File: src/rtl/cdb_arbiter.sv
// Round-robin arbiter sharing one registered CDB broadcast among NUM_FU one-entry FU slots.
// Optional saturating contention counter enabled with `define CDB_ARB_STATS_EN.
module cdb_arbiter #(
    parameter int unsigned NUM_FU = 4,
    parameter int unsigned TAG_W  = 4,
    parameter int unsigned XLEN   = 32
) (
    input  logic                      clock,
    input  logic                      reset,
    input  logic                      squash,
    input  logic [NUM_FU-1:0]         fu_valid,
    input  logic [NUM_FU*TAG_W-1:0]   fu_tag,
    input  logic [NUM_FU*XLEN-1:0]    fu_value,
    output logic [NUM_FU-1:0]         fu_ready,
    output logic                      cdb_valid,
    output logic [TAG_W-1:0]          cdb_tag,
    output logic [XLEN-1:0]           cdb_value,
    output logic [$clog2(NUM_FU)-1:0] cdb_fu_idx
`ifdef CDB_ARB_STATS_EN
    ,
    output logic [15:0]               conflict_cycles
`endif
);

    localparam int unsigned IdxW = $clog2(NUM_FU);

    logic [NUM_FU-1:0] slot_valid_q, slot_valid_d;
    logic [TAG_W-1:0]  slot_tag_q   [NUM_FU];
    logic [XLEN-1:0]   slot_value_q [NUM_FU];
    logic [IdxW-1:0]   rr_ptr_q, rr_ptr_d;

    logic [NUM_FU-1:0] grant;
    logic [NUM_FU-1:0] accept;
    logic              grant_any;
    logic [IdxW-1:0]   winner;
    logic [IdxW-1:0]   scan_idx;

    logic              cdb_valid_q;
    logic [TAG_W-1:0]  cdb_tag_q;
    logic [XLEN-1:0]   cdb_value_q;
    logic [IdxW-1:0]   cdb_fu_idx_q;

    // First valid slot at or after rr_ptr (wrapping) wins.
    always_comb begin
        grant     = '0;
        grant_any = 1'b0;
        winner    = '0;
        scan_idx  = '0;
        for (int unsigned k = 0; k < NUM_FU; k++) begin
            scan_idx = IdxW'((32'(rr_ptr_q) + k) % NUM_FU);
            if (!grant_any && slot_valid_q[scan_idx]) begin
                grant_any = 1'b1;
                winner    = scan_idx;
            end
        end
        if (grant_any) begin
            grant[winner] = 1'b1;
        end
    end

    // A granted slot drains this cycle, so it can take a new result at the same edge.
    assign fu_ready = ~slot_valid_q | grant;

    always_comb begin
        accept = '0;
        for (int unsigned i = 0; i < NUM_FU; i++) begin
            accept[i] = fu_valid[i] && fu_ready[i] && (fu_tag[i*TAG_W +: TAG_W] != '0);
        end
    end

    always_comb begin
        slot_valid_d = slot_valid_q;
        for (int unsigned i = 0; i < NUM_FU; i++) begin
            if (accept[i]) begin
                slot_valid_d[i] = 1'b1;
            end else if (grant[i]) begin
                slot_valid_d[i] = 1'b0;
            end
        end
    end

    always_comb begin
        rr_ptr_d = rr_ptr_q;
        if (grant_any) begin
            rr_ptr_d = IdxW'((32'(winner) + 1) % NUM_FU);
        end
    end

    always_ff @(posedge clock) begin
        if (reset) begin
            slot_valid_q <= '0;
            rr_ptr_q     <= '0;
            cdb_valid_q  <= 1'b0;
            cdb_tag_q    <= '0;
            cdb_value_q  <= '0;
            cdb_fu_idx_q <= '0;
        end else if (squash) begin
            slot_valid_q <= '0;
            cdb_valid_q  <= 1'b0;
            cdb_tag_q    <= '0;
            cdb_value_q  <= '0;
            cdb_fu_idx_q <= '0;
        end else begin
            slot_valid_q <= slot_valid_d;
            rr_ptr_q     <= rr_ptr_d;
            cdb_valid_q  <= grant_any;
            cdb_tag_q    <= grant_any ? slot_tag_q[winner] : '0;
            cdb_value_q  <= grant_any ? slot_value_q[winner] : '0;
            cdb_fu_idx_q <= grant_any ? winner : '0;
        end
    end

    // Payload needs no reset: it is only observed while its valid bit is set.
    always_ff @(posedge clock) begin
        for (int unsigned i = 0; i < NUM_FU; i++) begin
            if (accept[i]) begin
                slot_tag_q[i]   <= fu_tag[i*TAG_W +: TAG_W];
                slot_value_q[i] <= fu_value[i*XLEN +: XLEN];
            end
        end
    end

    assign cdb_valid  = cdb_valid_q;
    assign cdb_tag    = cdb_tag_q;
    assign cdb_value  = cdb_value_q;
    assign cdb_fu_idx = cdb_fu_idx_q;

`ifdef CDB_ARB_STATS_EN
    logic [15:0] conflict_q;

    always_ff @(posedge clock) begin
        if (reset) begin
            conflict_q <= '0;
        end else if (($countones(slot_valid_q) >= 2) && (conflict_q != 16'hFFFF)) begin
            conflict_q <= conflict_q + 16'd1;
        end
    end

    assign conflict_cycles = conflict_q;
`endif

endmodule

File: config.mk
export PLATFORM = sky130hd
export DESIGN_NAME = cdb_arbiter
export DESIGN_NICKNAME = d
export VERILOG_FILES = /design/src/rtl/cdb_arbiter.sv
export SDC_FILE = /design/constraint.sdc
export NUM_CORES = 1
export LEC_CHECK = 0
export BUFFER_PORTS_ARGS = -buffer_cell sky130_fd_sc_hd__clkbuf_2
export CORE_AREA = 3 3 154 156
export CTS_BUF_LIST = sky130_fd_sc_hd__clkbuf_8
export DETAILED_ROUTE_END_ITERATION = 8
export DIE_AREA = 0 0 157 159
export PLACE_DENSITY_LB_ADDON = 0.08
export SKIP_LAST_GASP = 1
export SLEW_MARGIN = 0
export SYNTH_ARGS = -nofsm -noshare
export SYNTH_HDL_FRONTEND = slang
export SYNTH_SLANG_ARGS = --single-unit
File: constraint.sdc
create_clock -name clock -period 5.5 [get_ports clock]
set_clock_uncertainty 0.15 [all_clocks]
set_input_delay 1.1 -clock clock [delete_from_list [all_inputs] [get_ports clock]]
set_output_delay 1.1 -clock clock [all_outputs]
set_load 0.01 [all_outputs]
# After elaboration in Yosys (flattened, before gate mapping)
# Memories as Yosys holds them, arrays and structs flattened. A register that Yosys moved wholly into a read port is not among the register bits.
# Cells that the tools add are included.
# Widths: inputs -> output; s select.
[totals] memories=2 elab_cells=84 ram_bits=144 regBits=9
[classes] order_cmp=6 muxes=35 add_sub_neg=4 n_reduce_logical=26 bitwise_logic=4
[memory_table] name="slot_value_q" depth=4 width=32 rd=1 rd_clocked_by_memory_dff=1 write_ports=4 line="29" text="logic [XLEN-1:0] slot_value_q [NUM_FU];"
[memory_table] name="slot_tag_q" depth=4 width=4 rd=1 rd_clocked_by_memory_dff=1 write_ports=4 line="28" text="logic [TAG_W-1:0] slot_tag_q [NUM_FU];"
[op_table] cell="$mux 1" count=25
[op_table] cell="$reduce_bool 4->1" count=4
[op_table] cell="$lt 2x3->1 const B" count=5
[op_table] cell="$logic_and 1x1->1" count=12
[op_table] cell="$bmux 1 s2" count=4
[op_table] cell="$mux 2" count=4
[op_table] cell="$reduce_bool 2->1" count=4
[op_table] cell="$add 2x1->2 const B" count=2
[op_table] cell="$add 2x2->2 const B" count=2
[op_table] cell="$mux 4" count=1
[op_table] cell="$not 4->4" count=1
[op_table] cell="$or 4x4->4" count=1
[op_table] cell="$logic_not 1->1" count=3
[op_table] cell="$reduce_or 3->1" count=1
[op_table] cell="$demux 1 s2" count=1
[op_table] cell="$ge 2x1->1 const B" count=1
[op_table] cell="$not 1->1" count=2
[op_table] cell="$reduce_and 2->1" count=1
[op_table] cell="$reduce_or 2->1" count=1

# Longest topological paths before layout
# Gate-level depths: netlist (run 1).
[logic_depth] depth_word=22 depth_mapped=7 depth_no_buf=5

# Least setup slack after synthesis (run 1)
# No wires, ideal clock.
[synth_path] kind="input port to flip-flop" startpoint="in fu_tag[9]" endpoint="mem slot_tag_q[2][0], enable pin" path_slack_ns=1.852 stages=2 arrival_time_ns=3.047 cell_sequence="o41ai_1 > a31oi_1"
[synth_rtl] item="start: declaration" line="12" text="input logic [NUM_FU*TAG_W-1:0] fu_tag,"
[synth_rtl] item="end: declaration" line="28"

# Worst setup path after layout (run 1)
[layout_path] startpoint="reg rr_ptr_q[1]" endpoint="out fu_ready[3]"
[layout_between] elab_chain_len=18 word_cells_on_any_way=32
[layout_lines] item="start: declaration" line="30" text="logic [IdxW-1:0] rr_ptr_q, rr_ptr_d;"
[layout_lines] item="start signal: assignment" line="105" text="rr_ptr_q <= rr_ptr_d;"
[layout_lines] item="branches (longest 16 deep; another with $lt 2x3->1)"
[layout_lines] item="$mux 4 *" line="56" text="if (grant_any) begin"
[layout_lines] item="$or 4x4->4 *" line="62" text="assign fu_ready = ~slot_valid_q | grant;"
[layout_lines] item="end: declaration" line="14" text="output logic [NUM_FU-1:0] fu_ready,"
# Mark *: on every way between the ends. The select of a mux whose other input is x is not followed.

==> impl_metrics.csv, run 1 <==
group,metric,value,unit
pwr,cellPowerDensity,341,nW/µm²
route,routedWlPerCell,21.6,µm
final_layout,antenna_cells,0,
clocking,clkTransAtPathRegs,100,ps
setup_path,crit_buf_inv,1,
clocking,cts_buffers,17,
logic_synthesis,ys_types,35,
job,drv_cap,0,
clocking,cts_num_sinks,189,
route,drt-initial-drc-count,323,
setup_path,endpoint_kind,"primary output",
pwr,switching_share,25.8,%
floorplan,start_util,28.7,%
setup_path,crit_chain,"nand2b_1, a21oi_1, o21ai_0, clkbuf_2",
logic_synthesis,synth_seq_area_share,80.8,%
pwr,power.internal,0.00206,W
timing,rsz0062_at_grt,"false",
placed_design,numPortBuffers,193,
timing,slew_headroom,16.9,%
logic_synthesis,synth_edf_count,144,
floorplan,num_rows,55,
timing,clock.fmax,0.310,GHz
floorplan,dieArea,25000,µm²
logic_synthesis,yosys_warnings,0,
floorplan,fp.coreArea,22500,µm²
hold_path,hp-start,"slot_value_q[0][5]",
hold_path,hold_depth,2,
global_route,grt_pass1_wl,27300,µm
placed_design,gp_congestion,0.720,
pwr,ir_drop,163,µV
clocking,cts_tree,"built",
route,firstDrtPassIters,8,
setup_path,timing_worst_setup_path_type,"reg2out",
timing,finalWorstSetupSlack,2280,ps
logic_synthesis,syn_avg_cell_area,17.2,µm²
pwr,p_leak,3.16,nW
timing,holdWs,373,ps
timing,setup-tns-final,0,ps
setup_path,r2r_cells,4,
clocking,clock_path_buffers,2,
final_layout,final_cells,871,
clocking,post-cts-setup-buffers,0,
route,viasPerCell,4.73,
route,wl,18800,µm
global_route,antenna_found_initial,1,
route,antenna_violating_nets_post_route,0,
setup_path,worstPathRequired,4250,ps
logic_synthesis,syn_area,6470,µm²
floorplan,die_height,159,µm
setup_path,crit_fanout,12,
logic_synthesis,yosys-top-cells-area,"edfxtp_1 67%, dfxtp_1 14%, a222oi_1 5.6%, a21oi_1 3.6%, nand3_1 2.9%",
timing,report.final.slew_viol_count,0,
pwr,combPwrFrac,8.7,%
clocking,cts.repair.resized,0,
final_layout,final_area,8150,µm²
pwr,power.share.sequential,59.6,%
route,drc,0,
placed_design,pre_cts_slack,2270,ps
final_layout,drive_gt1_share,42.3,%
logic_synthesis,async_reset_ff_share,0,%
timing,post-route-period-util,58.6,%
clocking,holdBufCountCts,0,
hold_path,hold_class,"reg2reg",
logic_synthesis,syn-num-nets,528,
timing,setup_viol,0,
logic_synthesis,yosys.area.top_type_share,66.9,%
setup_path,worst_setup_path_start_kind,"flop",
logic_synthesis,synth_ff_type,"edfxtp_1",
setup_path,r2r_start,"rr_ptr_q[1]",
clocking,ctsHtreeMaxLevel,4,
global_route,gr-total-overflow,0,
logic_synthesis,synth_largest_area_cell,"edfxtp_1",
placed_design,placed_cells,839,
pwr,p_switching,0.000717,W
route,vias,4123,
clocking,insertion_delay,450,ps
floorplan,die_x,157,µm
hold_path,min_to,"cdb_value[5]",
setup_path,r2r_end,"slot_value_q[3][28]",
floorplan,ios,194,
status,outcome,"finished, final reports clean",
logic_synthesis,syn-instance-count,377,
clocking,root_buffer,"clkbuf_8",
placed_design,placed_area,7770,µm²
setup_path,max_stage_delay,640,ps
pwr,pwr-share-clk,31.7,%
timing,final-hold-violation-count,0,
setup_path,critical-path-top-delay-family,"flip-flops",
global_route,grt.total_usage,14.9,%
setup_path,arrival,1970,ps
timing,fin_crit,3220,ps
placed_design,dp.final_hpwl,12400,µm
setup_path,crit_slowest_cell,"dfxtp_1",
setup_path,reg2reg_slack,2570,ps
global_route,grt_max_degree,40,
timing,worst_pin_slew,1240,ps
logic_synthesis,ys_seq_elements,189,
global_route,grt_pass1_vias,4584,
final_layout,final_nets,724,
final_layout,syn2layout_area_growth,26.0,%
-- cell usage in the layout (no fill, tap or decap), types with 2 or more instances in the layout --
cell type,instances
clkbuf_2,193
edfxtp_1,144
a21oi_1,46
dfxtp_1,45
nand3_1,37
a222oi_1,36
clkbuf_8,18
nor2_1,7
buf_4,7
o41ai_1,4
inv_1,4
nand2b_1,4
inv_8,4
nor2b_4,3
inv_6,3
o21ai_0,2
a211oi_1,2
clkinvlp_4,2
clkinv_4,2
-- cells by family (layout without fill, tap and decap cells) --
family,Yosys count,after routing,share of synthesized area (%)
buffers and inverters,28,237,2.34
DFF,189,189,80.8
and+or+nand+nor,60,60,5.03
AOI/OAI and AO/OA,100,100,11.8
-- per-layer routing --
layer | track usage, % | vias to the layer above | wire length, µm
met4 | 4.62 | 2 | 341
met3 | 4.40 | 20 | 1170
met1 | 18.2 | 2023 | 7740
li1 | - | 1928 | -
met5 | 0 | - | 13
met2 | 25.2 | 150 | 9520
-- flip-flops by register name (all words and copies together) (netlist names) --
register      flops
cdb_fu_idx        2
cdb_tag           4
cdb_valid         1
cdb_value        32
rr_ptr_q          2
slot_tag_q       16
slot_valid_q      4
slot_value_q    128
-- synth_stat cells, drive strengths merged, types with 3 or more instances --
master,count
o21ai,3
nor2,8
clkbuf,7
buf,16
nor2b,4
o41ai,4
nand2b,5
dfxtp,45
nand3,37
inv,5
a222oi,36
a211oi,3
a21oi,48
edfxtp,144
-- worst register-to-register path, stage by stage, from the launching register on --
cell and delay (ps):
dfxtp_1 640, nand2b_1 170, a21oi_1 110, o21ai_0 370, nor2b_4 1070
-- metrics by stage --
step	utilization, %	power, W
final	36.2	0.00278
after global routing	36.2	0.00290
after CTS	36.2	0.00283
after detailed placement	34.5	0.00194
after global placement	34.5	0.00194
after floorplan	-	0.00181
-- area by class of cell --
class                   count  area, µm²
multi-input cells         160       1150
repair buffers            200       1020
flip-flops and latches    189       5230
well taps                 285        357
fillers                  2197      14400
inverters                   5       18.8
clock inverters            14        129
clock buffers              18        248
-- worst max path at each step --
stage / from / end / slack [ps] / cells past startpoint
6_report: rr_ptr_q[1] / fu_ready[3] / 2280 / 4
4_1_cts: rr_ptr_q[1] / fu_ready[3] / 2240 / 4
3_5_place_dp: fu_tag[9] / slot_value_q[2][6] / 2270 / 4
5_1_grt: rr_ptr_q[1] / fu_ready[3] / 2060 / 4
3_3_place_gp: fu_tag[9] / slot_value_q[2][4] / 2310 / 4
2_1_floorplan: fu_tag[9] / slot_tag_q[2][0] / 1850 / 2
-- power groups by stage --
stage / Combinational, W / Sequential, W / Clock [W]
floorplan: 0.000120 / 0.00169 / 0
global placement: 0.000250 / 0.00169 / 0
detailed placement: 0.000253 / 0.00169 / 0
CTS: 0.000253 / 0.00166 / 0.000920
global route: 0.000271 / 0.00167 / 0.000962
finish: 0.000243 / 0.00166 / 0.000881
Note: power is estimated with default switching activity, not from simulation.
==> run 2, diff against run 1 <==
==> constraint.sdc (replaced) <==
create_clock -name clock -period 3.3 [get_ports clock]
set_clock_uncertainty 0.15 [all_clocks]
set_input_delay 0.66 -clock clock [delete_from_list [all_inputs] [get_ports clock]]
set_output_delay 0.66 -clock clock [all_outputs]
set_load 0.01 [all_outputs]
==> run 2 against run 1 <==
- non-clock buffer count up 9
- global-route usage up 0.55 points
- register-to-register slack worse by 2100 ps
- first-iteration DRC count up 24%
- sequential power up 66%
- die area unchanged
- worst setup slack worse by 1900 ps
- wire length up 1.8%
- critical path depth unchanged
- critical endpoint unchanged
- highest routed layer unchanged
- clock-buffer cell count down 1
- final cell count up 1.0%
==> impl_metrics.csv, run 2 (same netlist as run 1, synthesis figures left out) <==
group,metric,value,unit
status,outcome,"finished, final reports clean",
pwr,cellPowerDensity,573,nW/µm²
route,routedWlPerCell,21.7,µm
job,drv_cap,0,
pwr,power.share.sequential,58.6,%
route,antenna_violating_nets_post_route,0,
global_route,grt_pass1_wl,28200,µm
global_route,antenna_found_initial,1,
final_layout,antenna_cells,0,
route,drc,0,
clocking,clock_path_buffers,2,
timing,worst_pin_slew,1010,ps
floorplan,ios,194,
final_layout,largest_register_ffs,128,
setup_path,arrival,2080,ps
setup_path,endpoint_kind,"primary output",
final_layout,layout_common_cells,"193 x clkbuf_2, 144 x edfxtp_1, 46 x a21oi_1",
clocking,cts_tree,"built",
hold_path,hold_class,"in2reg",
clocking,cts.repair.resized,0,
hold_path,hp-start,"fu_value[93]",
clocking,root_buffer,"clkbuf_8",
final_layout,drive_gt1_share,43.2,%
pwr,p_leak,3.20,nW
final_layout,top_register,"slot_value_q",
timing,report.final.slew_viol_count,0,
pwr,power.internal,0.00350,W
timing,setup_viol,0,
final_layout,regArea,5230,µm²
route,vias,4218,
final_layout,postLayoutCoreUtil,36.5,%
floorplan,dieArea,25000,µm²
clocking,holdBufCountCts,0,
timing,clock.fmax,0.346,GHz
timing,final-hold-violation-count,0,
setup_path,r2r_start,"slot_valid_q[3]",
global_route,grt_pass1_vias,4678,
timing,slew_headroom,32.5,%
floorplan,start_util,28.7,%
floorplan,fp.coreArea,22500,µm²
route,wl,19100,µm
clocking,cts_buffers,17,
pwr,switching_share,25.8,%
final_layout,final_common_cell,"clkbuf_2",
global_route,grt_max_degree,40,
route,drt-initial-drc-count,399,
route,viasPerCell,4.79,
hold_path,hold_depth,1,
setup_path,worst_setup_path_start_kind,"flop",
setup_path,reg2reg_slack,440,ps
setup_path,timing_worst_setup_path_type,"reg2out",
pwr,p_switching,0.00121,W
setup_path,r2r_end,"slot_value_q[1][20]",
global_route,grt.total_usage,15.4,%
timing,setup-tns-final,0,ps
clocking,clkTransAtPathRegs,110,ps
global_route,gr-total-overflow,0,
route,firstDrtPassIters,7,
pwr,combPwrFrac,9.0,%
clocking,post-cts-setup-buffers,0,
floorplan,die_height,159,µm
placed_design,gp_congestion,0.734,
final_layout,fill_cells,2216,
clocking,cts_num_sinks,189,
setup_path,crit_fanout,12,
setup_path,worstPathRequired,2490,ps
pwr,pwr-share-clk,32.4,%
clocking,ctsHtreeMaxLevel,4,
timing,rsz0062_at_grt,"false",
pwr,ir_drop,233,µV
hold_path,min_to,"slot_value_q[2][29]",
timing,post-route-period-util,87.5,%
floorplan,die_x,157,µm
placed_design,dp.final_hpwl,12400,µm
timing,fin_crit,2890,ps
final_layout,final_nets,733,
floorplan,num_rows,55,
placed_design,numPortBuffers,193,
setup_path,r2r_cells,5,
final_layout,multiInputGateArea,1150,µm²
clocking,insertion_delay,460,ps
final_layout,syn2layout_area_growth,27.2,%
-- run 2: worst max-delay path: stages (launching register included) --
cell	delay [ps]
dfxtp_1	630
nand2b_1	170
a21oi_1	110
o21ai_0	480
clkbuf_2	240
-- run 2: final cells by class --
type	count	area share (%)
well taps	285	4.34
repair buffers	209	13.2
clock buffers	17	2.85
multi-input cells	160	14.0
clock inverters	15	1.84
flip-flops and latches	189	63.5
inverters	5	0.228
-- run 2: stage by stage --
stage          total power, W  area, µm²  hold WS, ps  setup WS (ps)  std cells
2_1_floorplan         0.00301       6470          343           25.5        377
3_3_place_gp          0.00325       7840          359            501        848
3_5_place_dp          0.00325       7840          366            379        848
4_1_cts               0.00478       8220          181            329        880
5_1_grt               0.00492       8220          160            201        880
6_report              0.00471       8220          220            412        880
-- run 2: metal layers --
metal	up-vias	track usage (%)	share of wire [%]
li1	1944	-	-
met1	2080	20.3	43
met2	181	24.6	48
met3	11	5.35	8.6
met4	2	3.66	0.86
met5	-	0	0.068
-- run 2: how the worst max path moves through the flow --
| stage | slack, ps | cells after the start | end | start |
|---|---|---|---|---|
| 5_1_grt | 200 | 4 | fu_ready[3] | rr_ptr_q[1] |
| 2_1_floorplan | 30 | 4 | slot_tag_q[3][0] | slot_valid_q[2] |
| 4_1_cts | 330 | 4 | fu_ready[3] | rr_ptr_q[1] |
| 6_report | 410 | 4 | fu_ready[3] | rr_ptr_q[1] |
| 3_3_place_gp | 500 | 5 | slot_value_q[1][20] | slot_valid_q[3] |
| 3_5_place_dp | 380 | 5 | slot_value_q[1][29] | slot_valid_q[3] |
-- run 2: power groups by stage --
stage | Clock (W) | Combinational [W] | Sequential [W]
after floorplan | 0 | 0.000200 | 0.00281
after global placement | 0 | 0.000434 | 0.00281
after detailed placement | 0 | 0.000435 | 0.00282
after CTS | 0.00158 | 0.000437 | 0.00276
after global routing | 0.00168 | 0.000469 | 0.00277
final | 0.00153 | 0.000423 | 0.00276
==> run 3, diff against run 2 <==
--- a/config.mk
+++ b/config.mk
@@ -10,6 +10,7 @@
 export CTS_BUF_LIST = sky130_fd_sc_hd__clkbuf_8
 export DETAILED_ROUTE_END_ITERATION = 8
 export DIE_AREA = 0 0 157 159
+export GPL_TIMING_DRIVEN = 0
 export PLACE_DENSITY_LB_ADDON = 0.08
 export SKIP_LAST_GASP = 1
 export SLEW_MARGIN = 0
==> constraint.sdc (replaced) <==
create_clock -name clock -period 3.7 [get_ports clock]
set_clock_uncertainty 0.15 [all_clocks]
set_input_delay 0.74 -clock clock [delete_from_list [all_inputs] [get_ports clock]]
set_output_delay 0.74 -clock clock [all_outputs]
set_load 0.01 [all_outputs]
==> run 3 against run 2 <==
- clock power is 13% lower
- sequential power is 11% lower
- utilization is 0.31 points higher
- wire length is 0.79% higher
- critical path depth is 1 higher
- global-route usage is 0.13 points lower
- hold slack better by 75 ps
- via count hardly changed
==> impl_metrics.csv, run 3 (same netlist as run 1, synthesis figures left out) <==
group,metric,value,unit
route,wl,19300,µm
global_route,grt_pass1_wl,28200,µm
placed_design,pre_cts_slack,847,ps
route,vias,4220,
hold_path,min_to,"slot_value_q[0][15]",
clocking,post-cts-setup-buffers,0,
timing,rsz0062_at_grt,"false",
route,viasPerCell,4.73,
pwr,p_switching,0.00111,W
timing,clock.fmax,0.353,GHz
clocking,cts_tree,"built",
hold_path,hold_class,"in2reg",
floorplan,ios,194,
clocking,cts.repair.resized,0,
setup_path,r2r_end,"slot_value_q[1][7]",
pwr,switching_share,26.4,%
timing,final-hold-violation-count,0,
global_route,antenna_found_initial,2,
final_layout,layout_common_cells,"193 x clkbuf_2, 144 x edfxtp_1, 46 x a21oi_1",
setup_path,reg2reg_slack,1130,ps
timing,setup-tns-final,0,ps
pwr,combPwrFrac,9.5,%
final_layout,largest_register_ffs,128,
clocking,holdBufCountCts,0,
route,antenna_violating_nets_post_route,0,
setup_path,worst_setup_path_start_kind,"flop",
clocking,cts_num_sinks,189,
timing,report.final.slew_viol_count,0,
timing,setup_viol,0,
pwr,ir_drop,226,µV
route,routedWlPerCell,21.6,µm
timing,fin_crit,2830,ps
floorplan,start_util,28.7,%
pwr,cellPowerDensity,504,nW/µm²
global_route,grt_pass1_vias,4557,
floorplan,dieArea,25000,µm²
timing,slew_headroom,39.3,%
setup_path,r2r_start,"rr_ptr_q[0]",
setup_path,arrival,1940,ps
final_layout,syn2layout_area_growth,28.3,%
status,outcome,"finished, final reports clean",
clocking,root_buffer,"clkbuf_8",
clocking,cts_buffers,17,
setup_path,worstPathRequired,2810,ps
clocking,insertion_delay,460,ps
placed_design,numPortBuffers,193,
final_layout,final_common_cell,"clkbuf_2",
pwr,power.share.sequential,58.7,%
route,firstDrtPassIters,8,
global_route,gr-total-overflow,0,
hold_path,hp-start,"fu_value[15]",
job,drv_cap,0,
timing,post-route-period-util,76.6,%
clocking,ctsHtreeMaxLevel,4,
final_layout,drive_gt1_share,42.9,%
placed_design,placed_cells,859,
placed_design,dp.final_hpwl,13000,µm
placed_design,gp_congestion,0.743,
pwr,total_power,0.00418,W
pwr,p_leak,3.25,nW
floorplan,die_height,159,µm
setup_path,endpoint_kind,"primary output",
global_route,grt.total_usage,15.3,%
clocking,clock_path_buffers,2,
hold_path,hold_depth,1,
setup_path,crit_fanout,8,
clocking,clkTransAtPathRegs,120,ps
setup_path,timing_worst_setup_path_type,"reg2out",
global_route,grt_max_degree,24,
floorplan,num_rows,55,
pwr,power.internal,0.00308,W
floorplan,fp.coreArea,22500,µm²
final_layout,final_nets,744,
timing,finalWorstSetupSlack,868,ps
final_layout,final_cells,892,
timing,worst_pin_slew,899,ps
route,drt-initial-drc-count,348,
floorplan,die_x,157,µm
setup_path,r2r_cells,6,
pwr,pwr-share-clk,31.8,%
route,drc,0,
final_layout,top_register,"slot_value_q",
[run 3: power by group through the flow]
stage	Combinational, W	Clock, W	Sequential, W
finish	0.000399	0.00133	0.00246
CTS	0.000411	0.00138	0.00246
global placement	0.000387	0	0.00251
detailed placement	0.000411	0	0.00250
global route	0.000440	0.00147	0.00247
floorplan	0.000178	0	0.00251
[run 3: layout make-up]
cell class                      instances  area, µm²
Antenna cell                            1       2.50
Buffer                                 23        133
Clock buffer                           17        234
Clock inverter                         15        150
Fill cell                            2194      14200
Inverter                                5       18.8
Multi-Input combinational cell        160       1130
Sequential cell                       189       5230
Tap cell                              285        357
Timing Repair Buffer                  197       1050
[run 3: routing by layer]
metal / GRT usage (%) / routed length (µm) / vias to the layer above / part of all wire [%]
met4: 3.70 / 186 / 2 / 0.96
met2: 25.4 / 9600 / 153 / 50
met3: 4.70 / 1450 / 10 / 7.5
met5: 0 / 13 / - / 0.067
met1: 19.5 / 8030 / 2085 / 42
li1: - / - / 1970 / -
[run 3: worst max-delay path by stage]
stage,startpoint,to,slack [ps],cells past startpoint
3_5_place_dp,fu_tag[9],slot_value_q[2][30],850,4
6_report,rr_ptr_q[0],fu_ready[1],870,5
5_1_grt,rr_ptr_q[0],fu_ready[1],710,5
2_1_floorplan,rr_ptr_q[0],slot_tag_q[1][0],330,5
3_3_place_gp,rr_ptr_q[1],slot_value_q[2][1],-2020,3
4_1_cts,rr_ptr_q[0],fu_ready[1],820,5
[run 3: critical path, stage by stage (launching register included)]
cell and delay (ps):
dfxtp_1 450, nand2b_2 220, a21oi_1 90, a211oi_2 350, a21bo_2 220, clkbuf_2 160
[run 3: metrics by stage]
step	hold slack (ps)	instance area [µm²]	utilization (%)
after global placement	356	7790	34.6
after detailed placement	359	7910	35.1
after global routing	239	8290	36.9
after CTS	259	8290	36.8
final	295	8290	36.9
after floorplan	343	6470	-
